File: src/rtl/ad9958_spi_master_if.sv
// Request and serial-pin bundle between the DDS sequencing core and the AD9958 serial engine.
// Latency: none, signal grouping only.
// Backpressure: the core holds off new requests while busy is high.
interface ad9958_spi_master_if;
  // request side, driven by the sequencing core
  logic        trigger;
  logic        four_bit;
  logic [5:0]  bits_to_send;
  logic [63:0] data_input;
  // status and AD9958 serial pins, driven by the engine
  logic        busy;
  logic        sclk;
  logic        cs_n;
  logic [3:0]  sdio;

  modport master (
    input  trigger, four_bit, bits_to_send, data_input,
    output busy, sclk, cs_n, sdio
  );

  modport slave (
    output trigger, four_bit, bits_to_send, data_input,
    input  busy, sclk, cs_n, sdio
  );
endinterface

File: src/rtl/ad9958_spi_master.sv
// Shifts one AD9958 instruction/register word out MSB first in 1-bit or 4-bit serial mode.
// Latency: busy, cs_n and the first symbol register at the edge sampling trigger; busy lasts 2*CLK_DIV*N cycles.
// Backpressure: triggers while busy (or with zero length) are dropped; cs_n lingers CS_HOLD cycles for follow-on words.
module ad9958_spi_master #(
  parameter int CLK_DIV = 2,
  parameter int CS_HOLD = 16
) (
  input logic                 clock,
  input logic                 reset_n,
  ad9958_spi_master_if.master bus
);

  localparam int DIV_W  = (CLK_DIV < 2) ? 1 : $clog2(CLK_DIV + 1);
  localparam int HOLD_W = (CS_HOLD < 2) ? 1 : $clog2(CS_HOLD + 1);

  typedef enum logic [1:0] {
    S_IDLE   = 2'd0,
    S_LOW    = 2'd1,
    S_HIGH   = 2'd2,
    S_LINGER = 2'd3
  } state_t;

  state_t              state;
  logic [63:0]         sr;
  logic                mode;
  logic [6:0]          sym_cnt;
  logic [DIV_W-1:0]    div_cnt;
  logic [HOLD_W-1:0]   hold_cnt;
  logic                busy_q;
  logic                sclk_q;
  logic                cs_n_q;
  logic [3:0]          sdio_q;

  logic                accept;
  logic [63:0]         load_sr;
  logic [6:0]          load_n;
  logic [63:0]         shifted_sr;

  // Symbol presented on the pins for the word currently at the top of the shift register.
  function automatic logic [3:0] sym_of(input logic [63:0] v, input logic m);
    return m ? v[63:60] : {3'b000, v[63]};
  endfunction

  // New requests are only taken between transfers; a zero-length word is never a transfer.
  assign accept  = bus.trigger && (bus.bits_to_send != 6'd0) &&
                   ((state == S_IDLE) || (state == S_LINGER));
  // Left-justify the word so its first bit sits at bit 63; vacated low bits pad a short final nibble.
  assign load_sr = bus.data_input << (7'd64 - {1'b0, bus.bits_to_send});
  assign load_n  = bus.four_bit ? (({1'b0, bus.bits_to_send} + 7'd3) >> 2)
                                : {1'b0, bus.bits_to_send};
  assign shifted_sr = mode ? (sr << 4) : (sr << 1);

  // Transfer sequencer: accept, SCLK low/high phases, then hold cs_n low waiting for a follow-on word.
  always_ff @(posedge clock or negedge reset_n) begin
    if (!reset_n) begin
      state    <= S_IDLE;
      sr       <= 64'd0;
      mode     <= 1'b0;
      sym_cnt  <= 7'd0;
      div_cnt  <= '0;
      hold_cnt <= '0;
      busy_q   <= 1'b0;
      sclk_q   <= 1'b0;
      cs_n_q   <= 1'b1;
      sdio_q   <= 4'd0;
    end else if (accept) begin
      state    <= S_LOW;
      sr       <= load_sr;
      mode     <= bus.four_bit;
      sym_cnt  <= load_n;
      div_cnt  <= '0;
      hold_cnt <= '0;
      busy_q   <= 1'b1;
      sclk_q   <= 1'b0;
      cs_n_q   <= 1'b0;
      sdio_q   <= sym_of(load_sr, bus.four_bit);
    end else begin
      case (state)
        S_LOW: begin
          if (int'(div_cnt) + 1 >= CLK_DIV) begin
            div_cnt <= '0;
            sclk_q  <= 1'b1;
            state   <= S_HIGH;
          end else begin
            div_cnt <= div_cnt + 1'b1;
          end
        end
        S_HIGH: begin
          if (int'(div_cnt) + 1 >= CLK_DIV) begin
            div_cnt <= '0;
            sclk_q  <= 1'b0;
            if (sym_cnt > 7'd1) begin
              // data only moves on the falling edge, centring it on the next rising edge
              sym_cnt <= sym_cnt - 7'd1;
              sr      <= shifted_sr;
              sdio_q  <= sym_of(shifted_sr, mode);
              state   <= S_LOW;
            end else begin
              sym_cnt  <= 7'd0;
              sdio_q   <= 4'd0;
              busy_q   <= 1'b0;
              hold_cnt <= '0;
              state    <= S_LINGER;
            end
          end else begin
            div_cnt <= div_cnt + 1'b1;
          end
        end
        S_LINGER: begin
          if (int'(hold_cnt) + 1 >= CS_HOLD) begin
            cs_n_q <= 1'b1;
            state  <= S_IDLE;
          end else begin
            hold_cnt <= hold_cnt + 1'b1;
          end
        end
        default: begin
        end
      endcase
    end
  end

  assign bus.busy = busy_q;
  assign bus.sclk = sclk_q;
  assign bus.cs_n = cs_n_q;
  assign bus.sdio = sdio_q;

endmodule

File: src/flat_wrapper.sv
// flat-port wrapper written by rule: the top's interface ports become plain ports
module ad9958_spi_master_flat 
#(
  parameter int CLK_DIV = 2,
  parameter int CS_HOLD = 16
)
  (clock, reset_n, bus_trigger, bus_four_bit, bus_bits_to_send, bus_data_input, bus_busy, bus_sclk, bus_cs_n, bus_sdio);
  ad9958_spi_master_if bus_i ();
  input logic clock;
  input logic reset_n;
  input wire logic [$bits(bus_i.trigger)-1:0] bus_trigger;
  input wire logic [$bits(bus_i.four_bit)-1:0] bus_four_bit;
  input wire logic [$bits(bus_i.bits_to_send)-1:0] bus_bits_to_send;
  input wire logic [$bits(bus_i.data_input)-1:0] bus_data_input;
  output wire logic [$bits(bus_i.busy)-1:0] bus_busy;
  output wire logic [$bits(bus_i.sclk)-1:0] bus_sclk;
  output wire logic [$bits(bus_i.cs_n)-1:0] bus_cs_n;
  output wire logic [$bits(bus_i.sdio)-1:0] bus_sdio;
  assign bus_i.trigger = bus_trigger;
  assign bus_i.four_bit = bus_four_bit;
  assign bus_i.bits_to_send = bus_bits_to_send;
  assign bus_i.data_input = bus_data_input;
  assign bus_busy = bus_i.busy;
  assign bus_sclk = bus_i.sclk;
  assign bus_cs_n = bus_i.cs_n;
  assign bus_sdio = bus_i.sdio;
  ad9958_spi_master #(.CLK_DIV(CLK_DIV), .CS_HOLD(CS_HOLD)) u_core (.clock(clock), .reset_n(reset_n), .bus(bus_i));
endmodule
File: config.mk
export PLATFORM = sky130hd
export DESIGN_NAME = ad9958_spi_master_flat
export DESIGN_NICKNAME = d
export VERILOG_FILES = /design/src/rtl/ad9958_spi_master_if.sv /design/src/rtl/ad9958_spi_master.sv /design/src/flat_wrapper.sv
export SDC_FILE = /design/constraint.sdc
export NUM_CORES = 1
export LEC_CHECK = 0
export CAP_MARGIN = 20
export CORE_ASPECT_RATIO = 1.5
export CORE_MARGIN = 2
export CORE_UTILIZATION = 60
export CTS_CLUSTER_SIZE = 16
export DETAILED_ROUTE_END_ITERATION = 8
export GPL_TIMING_DRIVEN = 0
export PLACE_DENSITY_LB_ADDON = 0.3
export SLEW_MARGIN = 15
export SYNTH_ARGS = -nofsm -noshare
export SYNTH_HDL_FRONTEND = slang
export SYNTH_SLANG_ARGS = --single-unit
File: constraint.sdc
create_clock -name clock -period 3.2 [get_ports clock]
set_input_delay 0.64 -clock clock [delete_from_list [all_inputs] [get_ports clock]]
set_output_delay 0.64 -clock clock [all_outputs]
set_load 0.005 [all_outputs]
# Word level (Yosys, flattened, before mapping)
# Index checks and enable logic that the tools add are counted.
[totals]
reg_bits = 87
latchBits = 0
mem_bits_rw = 0
mem_bits_ro = 0
input_bits = 74
output_inout_bits = 7
elab_cells = 93
memories = 0
[op_classes]
addsub = 7
multipliers = 0
div = 0
n_lt_le_gt_ge = 3
n_eq_ne = 9
shifts = 1
mux = 41
bitwise = 0
reduce_logical = 22
[ops]
columns = ["operator", "n"]
rows = [
  ["2-to-1 mux 63 bit", 4],
  ["2-to-1 mux 64 bit", 1],
  ["left shift 64 x 7 -> 64 bit", 1],
  ["greater-or-equal comparator 32 x 3 -> 1 bit, second input constant", 1],
  ["greater-or-equal comparator 32 x 6 -> 1 bit, second input constant", 1],
  ["2-to-1 mux 7 bit", 4],
  ["2-to-1 mux 4 bit", 6],
  ["2-to-1 mux 5 bit", 4],
  ["2-to-1 mux 2 bit", 8],
  ["nonzero test 2 bit", 6],
  ["2-to-1 mux 1 bit", 10],
  ["one-hot mux 5 bit (2 select lines)", 1],
  ["!= test 3 x 2 -> 1 bit, second input constant", 3],
  ["AND reduction 3 bit", 3],
  ["AND reduction 4 bit", 2],
  ["adder 6 x 2 -> 7 bit, second input constant", 1],
  ["> comparator 7 x 1 -> 1 bit, second input constant", 1],
  ["subtractor 7 x 1 -> 7 bit, second input constant", 1],
  ["subtractor 7 x 6 -> 7 bit, first input constant", 1],
  ["adder 5 x 1 -> 6 bit, second input constant", 1],
  ["2-to-1 mux 6 bit", 1],
  ["!= test 3 x 1 -> 1 bit, second input constant", 2],
  ["one-hot mux 2 bit (3 select lines)", 1],
  ["nonzero test 3 bit", 2],
  ["14 further kinds", 17],
]

# Logic depth before layout (Yosys ltp)
# Gate-level depths: netlist of the first run.
[depth]
depth_word = 6
ltp_mapped = 14
mapped_depth_nobuf = 8

# Worst setup path after synthesis of the first run
# Ideal clock, no wire load.
[synth_path]
kind = "input to register"
start = "input bus_bits_to_send[0]"
end = "register u_core.sdio_q[2] (netlist: u_core.bus.sdio[2])"
setup_ns = 0.131
arrival_ns = 3.421
t_required_ns = 3.069
path_slack_ns = -0.353
stages = 12
path_buffers = 4
path_cell_list = "buf_6 -> inv_4 -> buf_6 -> buf_4 -> ha_1 -> buf_6 -> mux2_2 -> mux2_2 -> mux4_2 -> mux4_2 -> nand3_1 -> o21ai_1"
[synth_between]
elab_chain_len = 5
word_cells_on_any_way = 10
cone_classes = "1 x add/sub; 1 x shift; 2 x mux; 6 x reduce/logical"
[synth_rtl]
columns = ["item", "line", "text"]
rows = [
  ["from (decl)", "flat_wrapper.sv:13", "input wire logic [$bits(bus_i.bits_to_send)-1:0] bus_bits_to_send;"],
  ["parallel branches: the longest is 5 deep, another holds subtractor 7 x 6 -> 7 bit", "n/a", ""],
  ["to (signal assigned)", "ad9958_spi_master.sv:76", "sdio_q <= sym_of(load_sr, bus.four_bit);"],
  ["to (signal assigned)", "ad9958_spi_master.sv:96", "sdio_q <= sym_of(shifted_sr, mode);"],
  ["to (decl)", "ad9958_spi_master.sv:32", "logic [3:0] sdio_q;"],
]
# Several ways; the timed one is not identified.
# A chain may end at the register's enable or synchronous reset.

# Worst setup path after layout of the first run
[layout_path]
start = "input bus_bits_to_send[1]"
end = "register u_core.sr[45]"
[layout_between]
elab_chain_len = 5
word_cells_on_any_way = 10
cone_classes = "1 x add/sub; 1 x shift; 1 x mux; 7 x reduce/logical"
[layout_rtl]
columns = ["item", "line", "text"]
rows = [
  ["parallel branches: the longest is 5 deep, another holds subtractor 7 x 6 -> 7 bit", "n/a", ""],
  ["to (signal assigned)", "ad9958_spi_master.sv:68", "sr <= load_sr;"],
  ["to (signal assigned)", "ad9958_spi_master.sv:95", "sr <= shifted_sr;"],
  ["to (decl)", "ad9958_spi_master.sv:24", "logic [63:0] sr;"],
]
# Several ways; the timed one is not identified.

==> flow_metrics.tcl, run 1 <==
set metrics [dict create \
    grt_max_degree 49 \
    first_pass_iters 5 \
    path_cells "buf_6 -> buf_6 -> inv_2 -> ha_4 -> buf_12 -> buf_16 -> mux2_4 -> mux2_4 -> mux4_2 -> mux2_4 -> a222oi_1 -> a21oi_1" \
    synth_area_um2 9510 \
    grt_pass1_vias 9587 \
    synthArstFlopShare_pct 100.0 \
    period_needed_ps 3179 \
    numClockSinks 87 \
    io_buffer_count 78 \
    routedWlPerCell_um 28.17 \
    period_share_pct 99.35 \
    comb_power_share_pct 45.0 \
    syn_nets 1070 \
    fin_area_um2 11730 \
    finish.utilization_pct 75.38 \
    diodes 0 \
    pwr-share-seq_pct 28.3 \
    required_ps 3410 \
    syn_inst 987 \
    cts_buffers 9 \
    peakVddDrop_uv 326.1 \
    slowest_stage "mux4_2" \
    via_per_inst 7.242 \
    cts_tree "built" \
    top_layer_used "met4" \
    final_cell_mix "nor2_1 (105), mux2i_1 (95), a21oi_1 (87), dfrtp_1 (86), clkdlybuf4s50_1 (73)" \
    clock_tree.buffer_depth 2 \
    max_freq_ghz 0.3145 \
    synth-warning-count 0 \
    design.die.area_um2 16890 \
    synthFlopType "dfrtp_1" \
    drt-total-wl_um 37240 \
    cts_max_level 3 \
    syn_avg_cell_area_um2 9.636 \
    grt_antenna_before_repair 0 \
    dp_hpwl_um 27190 \
    critical_path_arrival_ps 3390 \
    critPathCaptureType "flip-flop" \
    area_delta_synth_final_pct 23.29 \
    cpMostUsedCell "mux2_4" \
    maxSlewViolCount 0 \
    dpl_cell_area_um2 10660 \
    drc_errors 0 \
    yosys.cell_types.count 88 \
    core_um2 15550 \
    overflow 0 \
    met1_length_um 12330 \
    p_switching_mw 1.382 \
    wl_met3_um 3240 \
    root_buffer "clkbuf_16" \
    die_h_um 158.2 \
    relSlewSlack_pct 41.14 \
    row_count 56 \
    power.leakage_nw 4.434 \
    die_x_um 106.8 \
    hold_path_class "in -> async" \
    drt-initial-drc-count 981 \
    p_int_mw 2.510 \
    worstPathMaxFanout 5 \
    path_clk_slew_ps 60 \
    grt_use_total_pct 44.06 \
    synth-edff-count 0 \
    drive_gt1_share_pct 28.24 \
    critPathKind "in -> reg" \
    cp_slowest_stage_delay_ps 580 \
    hold_violations 0 \
    finalSetupViolCount 0 \
    p_per_area_nw_per_um2 331.9 \
    r2r_slack_ps 150 \
    status "finished, final reports clean" \
    mostFrequentLayoutCell "nor2_1" \
    routed-via-count 9574 \
    postRouteAntennaNets 0 \
    place_congestion 1.069 \
    initial_core_util_pct 61.14 \
    switching_share_pct 35.51 \
    cp-start-kind "input pin" \
    insertion_delay_ps 350 \
    grt_pass1_wl_um 55660 \
    ys_seq_area_share_pct 22.90 \
    maxCapViolCount 0 \
    fillers 1100 \
    cts_hold_buf 0 \
    fin_skew_ps 7.484 \
    wl_met2_um 17910 \
    num-nets-final 1198 \
    clockPowerShare_pct 26.7 \
    hold_ws_ps 278.9 \
    ioPinCount 81 \
    worst_slew_pin_slew_ps 882.9 \
    ys_ff_latch 87 \
]
[area by class of cell]
class                      instances  area, µm²  share of cell area (%)
buffer                            89      660.6                   5.634
clock inverter                     4      47.55                  0.4055
multi-input combinational        794       7061                   60.22
sequential                        87       2178                   18.58
timing repair buffer             120       1226                   10.46
inverter                          14      65.06                  0.5549
clock buffer                      11      232.7                   1.985
tap                              203      254.0                   2.166
[worst max-delay path, delay by kind of cell]
kind / cells / cell delay (ps)
multiplexers: 4 / 1540
AO/OA/AOI/OAI: 2 / 380
buffers and inverters: 5 / 520
adder cells (fa/ha/maj): 1 / 300
[sequential cells by signal (all words and copies together), names as in the netlist]
signal and count:
u_core.state 2, u_core.bus.cs_n 1, u_core.bus.sclk 1, u_core.bus.busy 1, u_core.sr 63, u_core.div_cnt 2
u_core.sym_cnt 7, u_core.hold_cnt 5, u_core.mode 1, u_core.bus.sdio 4
[stage by stage]
stage	power (mW)	setup TNS, ps	setup slack (ps)	std cells
5_1_grt	3.961	-13.03	-13.03	1322
6_report	3.892	0	20.69	1322
3_3_place_gp	2.529	-237470	-1796	1268
2_1_floorplan	2.050	-982.2	-148.7	987
3_5_place_dp	2.540	-85680	-1489	1269
4_1_cts	3.731	-904.8	-152.3	1305
[power by group through the flow]
| stage | Sequential, mW | Clock [mW] | Combinational, mW |
|---|---|---|---|
| 3_5_place_dp | 1.12 | 0 | 1.42 |
| 3_3_place_gp | 1.12 | 0 | 1.41 |
| 5_1_grt | 1.10 | 1.07 | 1.79 |
| 2_1_floorplan | 1.12 | 0 | 0.930 |
| 4_1_cts | 1.10 | 1.04 | 1.59 |
| 6_report | 1.10 | 1.04 | 1.75 |
[metal layers]
layer  vias to the layer above  global-route usage (%)
li1                       4052                       -
met1                      4582                   47.68
met2                       708                   73.58
met3                       232                   8.728
met4                         0                   37.29
met5                         -                       0
[path summary, 6_finish.rpt]
path	start	endpoint	cells past startpoint
setup / recovery	bus_bits_to_send[1]	u_core.sr[45]$_DFFE_PN0P_	12
hold / removal	reset_n	u_core.div_cnt[0]$_DFFE_PN0P_	1
setup reg to reg	u_core.sym_cnt[3]$_DFFE_PN0P_	u_core.sr[23]$_DFFE_PN0P_	8
hold reg to reg	u_core.bus.busy$_DFFE_PN0P_	u_core.bus.busy$_DFFE_PN0P_	2
max in group asynchronous	reset_n	u_core.sr[10]$_DFFE_PN0P_	2
min in group clock	u_core.bus.busy$_DFFE_PN0P_	u_core.bus.busy$_DFFE_PN0P_	2
[repair_timing]
| action | CTS | global route |
|---|---|---|
| gates resized for setup | 85 | 35 |
| setup buffers | 18 | 19 |
| cloned | 3 | 1 |
| endpoints found under the setup margin | 81 | 52 |
| pin swaps | 9 | 8 |
[synthesized netlist by cell type (all sizes together), types with 3 or more instances]
master / count / area [µm²]
mux2: 81 / 912.1
a31oi: 16 / 112.6
o211ai: 8 / 60.06
o2111ai: 3 / 26.28
nand2b: 6 / 37.54
ha: 9 / 112.6
o311a: 3 / 30.03
nand2: 71 / 276.5
mux2i: 109 / 1091
a21oi: 91 / 466.7
mux4: 64 / 1460
o21a: 8 / 60.06
and2: 5 / 32.53
clkbuf: 39 / 196.4
nor3b: 5 / 48.80
nor4: 6 / 50.04
inv: 14 / 55.06
o32a: 4 / 40.04
nand3: 17 / 95.09
and3: 4 / 30.03
o22a: 11 / 97.59
o311ai: 4 / 52.56
o221ai: 13 / 113.9
dfrtp: 86 / 2152
nor3: 18 / 101.4
nor2b: 3 / 18.77
a222oi: 4 / 40.04
a211oi: 5 / 42.54
a221oi: 10 / 93.84
or2: 5 / 31.28
nor2: 108 / 412.9
buf: 52 / 431.7
o31ai: 4 / 57.55
o22ai: 10 / 62.56
o21ai: 56 / 280.3
[cell families (layout without fill, tap and decap cells)]
kind of cell | Yosys count | after routing | synth area share (%)
simple gates | 260 | 260 | 12.96
buf+inv | 106 | 238 | 7.289
xor+xnor | 4 | 4 | 0.4474
compound gates | 267 | 267 | 18.80
fa+ha+maj | 9 | 9 | 1.184
mux | 254 | 254 | 36.42
flops | 87 | 87 | 22.90
No activity file was read; power rests on OpenSTA's default activity.
==> run 2, diff against run 1 <==
--- a/config.mk
+++ b/config.mk
@@ -13,7 +13,7 @@
 export DETAILED_ROUTE_END_ITERATION = 8
 export GPL_TIMING_DRIVEN = 0
 export PLACE_DENSITY_LB_ADDON = 0.3
-export SLEW_MARGIN = 15
+export SLEW_MARGIN = 10
 export SYNTH_ARGS = -nofsm -noshare
 export SYNTH_HDL_FRONTEND = slang
 export SYNTH_SLANG_ARGS = --single-unit
==> results of run 2 <==
No change in the layout: final DEF, timing and power equal those of run 1.
